===== config.mk =====
export PLATFORM = sky130hd
export DESIGN_NAME = adel_imem_loader_flat
export DESIGN_NICKNAME = d
export VERILOG_FILES = /design/src/rtl/adel_pkg.sv /design/src/rtl/adel_imem_loader_if.sv /design/src/rtl/adel_imem_ram.sv /design/src/rtl/adel_imem_loader.sv /design/src/flat_wrapper.sv
export SDC_FILE = /design/constraint.sdc
export NUM_CORES = 2
export LEC_CHECK = 0
export ABC_AREA = 1
export ABC_CLOCK_PERIOD_IN_PS = 9200
export CAP_MARGIN = 25
export CELL_PAD_IN_SITES_DETAIL_PLACEMENT = 2
export CELL_PAD_IN_SITES_GLOBAL_PLACEMENT = 2
export CORE_UTILIZATION = 48
export DETAILED_ROUTE_END_ITERATION = 8
export PLACE_DENSITY_LB_ADDON = 0.1
export SLEW_MARGIN = 10
export SYNTH_ARGS = -nofsm -noshare
export SYNTH_HDL_FRONTEND = slang
export SYNTH_SLANG_ARGS = --single-unit
export TNS_END_PERCENT = 50

===== constraint.sdc =====
create_clock -name clk -period 9.2 [get_ports clk]
set_input_delay 2.3 -clock clk [delete_from_list [all_inputs] [get_ports clk]]
set_output_delay 2.3 -clock clk [all_outputs]
set_load 0.1 [all_outputs]

===== src/rtl/adel_pkg.sv =====
// Shared types and constants for the adel instruction-memory loader.
package adel_pkg;

    typedef enum logic [1:0] {IDLE, LOAD_LO, LOAD_HI, RUN} ldr_state_t;

    localparam int INST_W = 16;
    localparam logic [INST_W-1:0] FETCH_FAULT_INST = 16'h0000;

endpackage


===== src/rtl/adel_imem_loader_if.sv =====
// Byte-serial program load port: start/length command plus a valid/ready byte stream.
interface adel_imem_loader_if #(
    parameter int DEPTH = 256
) ();
    localparam int AW = $clog2(DEPTH);

    logic          ld_start;
    logic [AW:0]   ld_len;
    logic [7:0]    ld_data;
    logic          ld_valid;
    logic          ld_ready;

    modport master (output ld_start, ld_len, ld_data, ld_valid, input ld_ready);
    modport slave  (input ld_start, ld_len, ld_data, ld_valid, output ld_ready);
endinterface


===== src/rtl/adel_imem_ram.sv =====
// Instruction word array: one synchronous write port, one asynchronous read port.
module adel_imem_ram
    import adel_pkg::*;
#(
    parameter  int DEPTH = 256,
    localparam int AW    = $clog2(DEPTH)
) (
    input  logic              clk,
    input  logic              we,
    input  logic [AW-1:0]     waddr,
    input  logic [INST_W-1:0] wdata,
    input  logic [AW-1:0]     raddr,
    output logic [INST_W-1:0] rdata
);

    logic [INST_W-1:0] mem [DEPTH];

    // NOTE: the array has no reset so it maps onto plain RAM; contents survive rst.
    always_ff @(posedge clk) begin
        if (we) begin
            mem[waddr] <= wdata;
        end
    end

    assign rdata = mem[raddr];

endmodule


===== src/rtl/adel_imem_loader.sv =====
// Program loader FSM in front of the instruction memory; holds the core in reset while loading.
module adel_imem_loader
    import adel_pkg::*;
#(
    parameter  int DEPTH = 256,
    localparam int AW    = $clog2(DEPTH)
) (
    input  logic                 clk,
    input  logic                 rst,
    input  logic [15:0]          pc,
    output logic [INST_W-1:0]    inst,
    adel_imem_loader_if.slave    ld,
    output logic                 core_nrst,
    output logic                 busy,
    output logic                 done,
    output logic                 fault
);

    ldr_state_t        state;
    logic [AW:0]       cnt;
    logic [AW-1:0]     addr;
    logic [7:0]        lo;
    logic [AW:0]       len_clamped;
    logic              load_go;
    logic              pc_oob;
    logic              we;
    logic [INST_W-1:0] rd_data;

    assign len_clamped = (ld.ld_len > (AW+1)'(DEPTH)) ? (AW+1)'(DEPTH) : ld.ld_len;
    assign load_go     = ld.ld_start && (len_clamped != '0) && (state == IDLE || state == RUN);
    assign pc_oob      = {1'b0, pc} >= 17'(DEPTH);
    assign ld.ld_ready = (state == LOAD_LO) || (state == LOAD_HI);

    // A byte arriving in the same cycle as rst is dropped rather than written.
    assign we = (state == LOAD_HI) && ld.ld_valid && !rst;

    adel_imem_ram #(.DEPTH(DEPTH)) u_ram (
        .clk   (clk),
        .we    (we),
        .waddr (addr),
        .wdata ({ld.ld_data, lo}),
        .raddr (pc[AW-1:0]),
        .rdata (rd_data)
    );

    assign inst = pc_oob ? FETCH_FAULT_INST : rd_data;

    // NOTE: all state uses <= so every branch reads pre-edge values; later writes override earlier ones.
    always_ff @(posedge clk) begin
        if (rst) begin
            state     <= IDLE;
            core_nrst <= 1'b0;
            busy      <= 1'b0;
            done      <= 1'b0;
            fault     <= 1'b0;
            cnt       <= '0;
            addr      <= '0;
            lo        <= '0;
        end else begin
            done <= 1'b0;
            if (core_nrst && pc_oob) begin
                fault <= 1'b1;
            end

            if (load_go) begin
                state     <= LOAD_LO;
                addr      <= '0;
                cnt       <= len_clamped;
                core_nrst <= 1'b0;
                busy      <= 1'b1;
                fault     <= 1'b0;
            end else begin
                case (state)
                    IDLE: begin
                        // Zero-length load releases the core straight away.
                        if (ld.ld_start) begin
                            state     <= RUN;
                            core_nrst <= 1'b1;
                            done      <= 1'b1;
                        end
                    end
                    LOAD_LO: begin
                        if (ld.ld_valid) begin
                            lo    <= ld.ld_data;
                            state <= LOAD_HI;
                        end
                    end
                    LOAD_HI: begin
                        if (ld.ld_valid) begin
                            addr <= addr + AW'(1);
                            cnt  <= cnt - (AW+1)'(1);
                            if (cnt == (AW+1)'(1)) begin
                                state     <= RUN;
                                core_nrst <= 1'b1;
                                done      <= 1'b1;
                                busy      <= 1'b0;
                            end else begin
                                state <= LOAD_LO;
                            end
                        end
                    end
                    RUN: begin
                        core_nrst <= 1'b1;
                    end
                    default: state <= IDLE;
                endcase
            end
        end
    end

endmodule

===== src/flat_wrapper.sv =====
// flat-port wrapper written by rule: the top's interface ports become plain ports
module adel_imem_loader_flat import adel_pkg::*;
#(
    parameter  int DEPTH = 256,
    localparam int AW    = $clog2(DEPTH)
)
  (clk, rst, pc, inst, core_nrst, busy, done, fault, ld_ld_start, ld_ld_len, ld_ld_data, ld_ld_valid, ld_ld_ready);
  adel_imem_loader_if #(.DEPTH(DEPTH)) ld_i ();
  input  logic clk;
  input  logic rst;
  input  logic [15:0] pc;
  output logic [INST_W-1:0] inst;
  output logic core_nrst;
  output logic busy;
  output logic done;
  output logic fault;
  input wire logic [$bits(ld_i.ld_start)-1:0] ld_ld_start;
  input wire logic [$bits(ld_i.ld_len)-1:0] ld_ld_len;
  input wire logic [$bits(ld_i.ld_data)-1:0] ld_ld_data;
  input wire logic [$bits(ld_i.ld_valid)-1:0] ld_ld_valid;
  output wire logic [$bits(ld_i.ld_ready)-1:0] ld_ld_ready;
  assign ld_i.ld_start = ld_ld_start;
  assign ld_i.ld_len = ld_ld_len;
  assign ld_i.ld_data = ld_ld_data;
  assign ld_i.ld_valid = ld_ld_valid;
  assign ld_ld_ready = ld_i.ld_ready;
  adel_imem_loader #(.DEPTH(DEPTH)) u_core (.clk(clk), .rst(rst), .pc(pc), .inst(inst), .ld(ld_i), .core_nrst(core_nrst), .busy(busy), .done(done), .fault(fault));
endmodule

==> summary.txt <==
STA
--------------------------------------------------------------------------------------------------------
Max transition margin                                                                             0.1186
Total setup violations reported at the end of the flow                                                 1
Hold violation total from the final report                                                             0
Highest clock frequency the design can meet                                                    108.4 MHz
Least-Margin Pin Slew                                                                           1.322 ns
Minimum clock period after layout                                                               9.227 ns
Number of slew-limit violations in the final report                                                    0
Minimum hold slack                                                                             0.4920 ns
Post-route clock skew                                                                         0.03842 ns
Period Utilization, post-route                                                                     1.003
Final critical-path setup slack                                                              -0.02713 ns
RSZ-0062 raised after global routing                                                               false

LOGIC SYNTHESIS
--------------------------------------------------------------------------------------------------------
Number of warnings printed during yosys synthesis                                                      0
Syn Area/Cell                                                                                  12.09 um2
Cell Area, Synth                                                                              167000 um2
Mapped Nets                                                                                        13860
Fraction of post-synthesis cell area in the top cell type by area                                 0.7365
Cells taking the most area after synthesis                                                  sky130_fd_sc_hd__edfxtp_1, sky130_fd_sc_hd__nand3_1, sky130_fd_sc_hd__nand2_1, sky130_fd_sc_hd__buf_2, sky130_fd_sc_hd__nor2_1
Share of synthesized registers carrying an async set or reset                                          0
Number of flip-flops and latches in the synthesized netlist                                         4127
Syn Inst Count                                                                                     13810
Part of the Yosys area used for sequential elements                                               0.7402
Count of flip-flops with a built-in enable after synthesis                                          4096
Main flop type after synthesis                                                              sky130_fd_sc_hd__edfxtp_1
Largest area contributor in the synthesized netlist                                         sky130_fd_sc_hd__edfxtp_1
Yosys cell types                                                                                      29

GRT
--------------------------------------------------------------------------------------------------------
Number of antenna violations at the first check in global routing                                     44
Largest net degree at the start of global routing                                                    161
Wire length of the first global-routing pass                                                  1029000 um
Overall track demand over capacity in global routing                                              0.4105
Remaining global-route overflow                                                                        0
Vias in the first global route                                                                    136500

FLOORPLANNING
--------------------------------------------------------------------------------------------------------
Floorplan die height                                                                            591.9 um
Die Outline Area                                                                              350300 um2
Core area                                                                                     346200 um2
Die extent in x                                                                                 591.9 um
Number of rows created at floorplan                                                                  216
Initial core utilization                                                                          0.4824
Count of pins on the block boundary                                                                   58

LAYOUT
--------------------------------------------------------------------------------------------------------
Final #Nets                                                                                        13970
Growth of design area from synthesis to finish                                                    12.64%
Most frequent standard cell in the layout excluding fill and tap cells                      sky130_fd_sc_hd__nand2_1
Fraction of layout cells with a size suffix above 1                                              0.08731
Commonest cells after routing, fill and taps aside                                          sky130_fd_sc_hd__nand2_1, sky130_fd_sc_hd__edfxtp_1, sky130_fd_sc_hd__nand3_1, sky130_fd_sc_hd__clkbuf_16, sky130_fd_sc_hd__nor2_1
Number of filler cells placed in the layout                                                        32220
Final design utilization                                                                          0.5434
Non-filler instance count after layout                                                             18880

CTS
--------------------------------------------------------------------------------------------------------
CTS H-Tree Depth                                                                                       5
Clock buffer count from CTS                                                                          437
# hold bufs at CTS                                                                                     0
Post-CTS setup-driven buffer insertion count                                                           0
Post-CTS clock slew at the launch and capture registers of the worst setup and hold paths        0.06 ns
Longest Clk Path Bufs                                                                                  4
Clock tree from TritonCTS                                                                          built
Clock root buffer master                                                                    sky130_fd_sc_hd__clkbuf_16
# resized after CTS                                                                                    0
Num Clock Sinks                                                                                     4127
Clock latency on the worst-skew pair                                                             1.01 ns

SETUP PATH
--------------------------------------------------------------------------------------------------------
Worst Path Arrival                                                                               6.93 ns
Crit. End Element                                                                           primary output
Data required, critical path                                                                     6.90 ns
Class of the most critical setup path                                                       input pin to primary output
Crit path launch type                                                                          input pin
CP Max Fanout                                                                                        111

ROUTING
--------------------------------------------------------------------------------------------------------
DR pass1 iterations                                                                                    6
Number of vias per cell                                                                            6.706
Wire length per cell                                                                            38.73 um
Routed WL                                                                                      731100 um
Antenna Nets Post-Route                                                                                0
DRC violations left                                                                                    0
Vias after detailed routing                                                                       126600
Detailed Route Iter0 Violations                                                                    16780

PLACE
--------------------------------------------------------------------------------------------------------
Half-perimeter wire length of the detailed placement result                                    383900 um
Number of port buffers                                                                                57
Placer's final routability congestion estimate                                                    0.8493
Number of placed instances, taps included                                                          18040

MIN PATH
--------------------------------------------------------------------------------------------------------
Worst hold path class                                                                       flop to flop

RUN STATUS
--------------------------------------------------------------------------------------------------------
Run status                                                                                  complete, but fails checks
Violated checks                                                                             setup timing

POWER AND IR DROP
--------------------------------------------------------------------------------------------------------
Maximum VDD drop                                                                                217.6 uV
Total power divided by cell area                                                            230.7 nW/um2
Leakage                                                                                       0.06615 uW

RUN
--------------------------------------------------------------------------------------------------------
Max capacitance violation total                                                                        0

-- cells in the mapped netlist, types with 3 or more instances --
| master | n |
|---|---|
| sky130_fd_sc_hd__ha_1 | 10 |
| sky130_fd_sc_hd__o21ai_0 | 82 |
| sky130_fd_sc_hd__inv_2 | 3 |
| sky130_fd_sc_hd__a31oi_1 | 6 |
| sky130_fd_sc_hd__xor2_1 | 6 |
| sky130_fd_sc_hd__edfxtp_1 | 4096 |
| sky130_fd_sc_hd__o22ai_1 | 32 |
| sky130_fd_sc_hd__nor4_1 | 4 |
| sky130_fd_sc_hd__dfxtp_1 | 31 |
| sky130_fd_sc_hd__buf_2 | 384 |
| sky130_fd_sc_hd__nand2_1 | 4155 |
| sky130_fd_sc_hd__nor2_1 | 471 |
| sky130_fd_sc_hd__clkbuf_1 | 154 |
| sky130_fd_sc_hd__nor3_1 | 4 |
| sky130_fd_sc_hd__buf_4 | 220 |
| sky130_fd_sc_hd__a21oi_1 | 41 |
| sky130_fd_sc_hd__buf_6 | 57 |
| sky130_fd_sc_hd__inv_1 | 42 |
| sky130_fd_sc_hd__nand3_1 | 3877 |
| sky130_fd_sc_hd__buf_1 | 126 |
-- worst paths after layout --
kind | startpoint | end | slack [ns] | cells past startpoint
setup / recovery | pc[0] | inst[5] | -0.03 | 16
setup reg to reg | u_core.state[0]$_SDFFE_PP0P_ | u_core.u_ram.mem[146][4]$_DFFE_PP_ | 4.24 | 8
hold reg to reg | u_core.busy$_SDFFE_PP0P_ | u_core.busy$_SDFFE_PP0P_ | 0.49 | 2
hold / removal | u_core.busy$_SDFFE_PP0P_ | u_core.busy$_SDFFE_PP0P_ | 0.49 | 2
-- flip-flops by register name (all words and copies together), names as in the netlist --
name and flops:
u_core.u_ram.mem 4096, u_core.cnt 9, u_core.addr 8, u_core.lo 8, u_core.state 2, u_core.busy 1, u_core.core_nrst 1, u_core.done 1
u_core.fault 1
-- metrics by stage --
| step | instance area [um2] | total power, uW | setup TNS (ns) | setup WS (ns) |
|---|---|---|---|---|
| 5_1_grt | 188100 | 43960 | 0 | 0.08335 |
| 6_report | 188100 | 43410 | -0.02713 | -0.02713 |
| 2_1_floorplan | 167000 | 23530 | 0 | 2.156 |
| 4_1_cts | 187700 | 43280 | 0 | 0.2968 |
| 3_5_place_dp | 173700 | 25110 | 0 | 0.3391 |
| 3_3_place_gp | 173500 | 24830 | 0 | 0.4367 |
-- logic make-up after synthesis --
logic type               share of synthesized area
AO/OA/AOI/OAI                             0.005596
XOR/XNOR                                 0.0003146
adder cells (fa/ha/maj)                  0.0007492
buffers and inverters                      0.03272
flip-flops                                  0.7402
AND/OR/NAND/NOR                             0.2205
-- critical path: stages --
cell,delay (ns)
sky130_fd_sc_hd__buf_16,0.35
sky130_fd_sc_hd__clkinv_16,0.58
sky130_fd_sc_hd__buf_4,0.50
sky130_fd_sc_hd__buf_4,0.28
sky130_fd_sc_hd__nand2_1,0.09
sky130_fd_sc_hd__nand3_1,0.08
sky130_fd_sc_hd__nand3_1,0.15
sky130_fd_sc_hd__nand3_1,0.18
sky130_fd_sc_hd__nand3_1,0.13
sky130_fd_sc_hd__nand3_1,0.36
sky130_fd_sc_hd__nand2_1,0.26
sky130_fd_sc_hd__nor2_1,0.19
sky130_fd_sc_hd__nor2_1,0.75
sky130_fd_sc_hd__nor2_1,0.18
sky130_fd_sc_hd__buf_4,0.24
sky130_fd_sc_hd__buf_12,0.17
-- area by class of cell --
type / count / area, um2 / area share
Antenna cell: 15 / 37.54 / 0.0001995
Clock buffer: 558 / 11760 / 0.06248
Clock inverter: 243 / 2217 / 0.01179
Inverter: 46 / 226.5 / 0.001204
Multi-Input combinational cell: 8699 / 38080 / 0.2024
Sequential cell: 4127 / 123600 / 0.6573
Tap cell: 4578 / 5728 / 0.03045
Timing Repair Buffer: 610 / 6441 / 0.03424
-- layer usage --
layer  GRT usage  vias to the layer above  part of all wire
met5           0                        -           0.00034
met4      0.2479                       36             0.067
met3     0.06930                     2339             0.087
met2      0.6857                     8447              0.49
met1      0.5013                    66250              0.36
li1            -                    49500                 -
-- power by group --
group          switching (uW)  total, uW  internal [uW]
Clock                    8240      18400          10100
Sequential                225      21400          21200
Combinational            2940       3610            667
(Power assumes the default switching activity.)
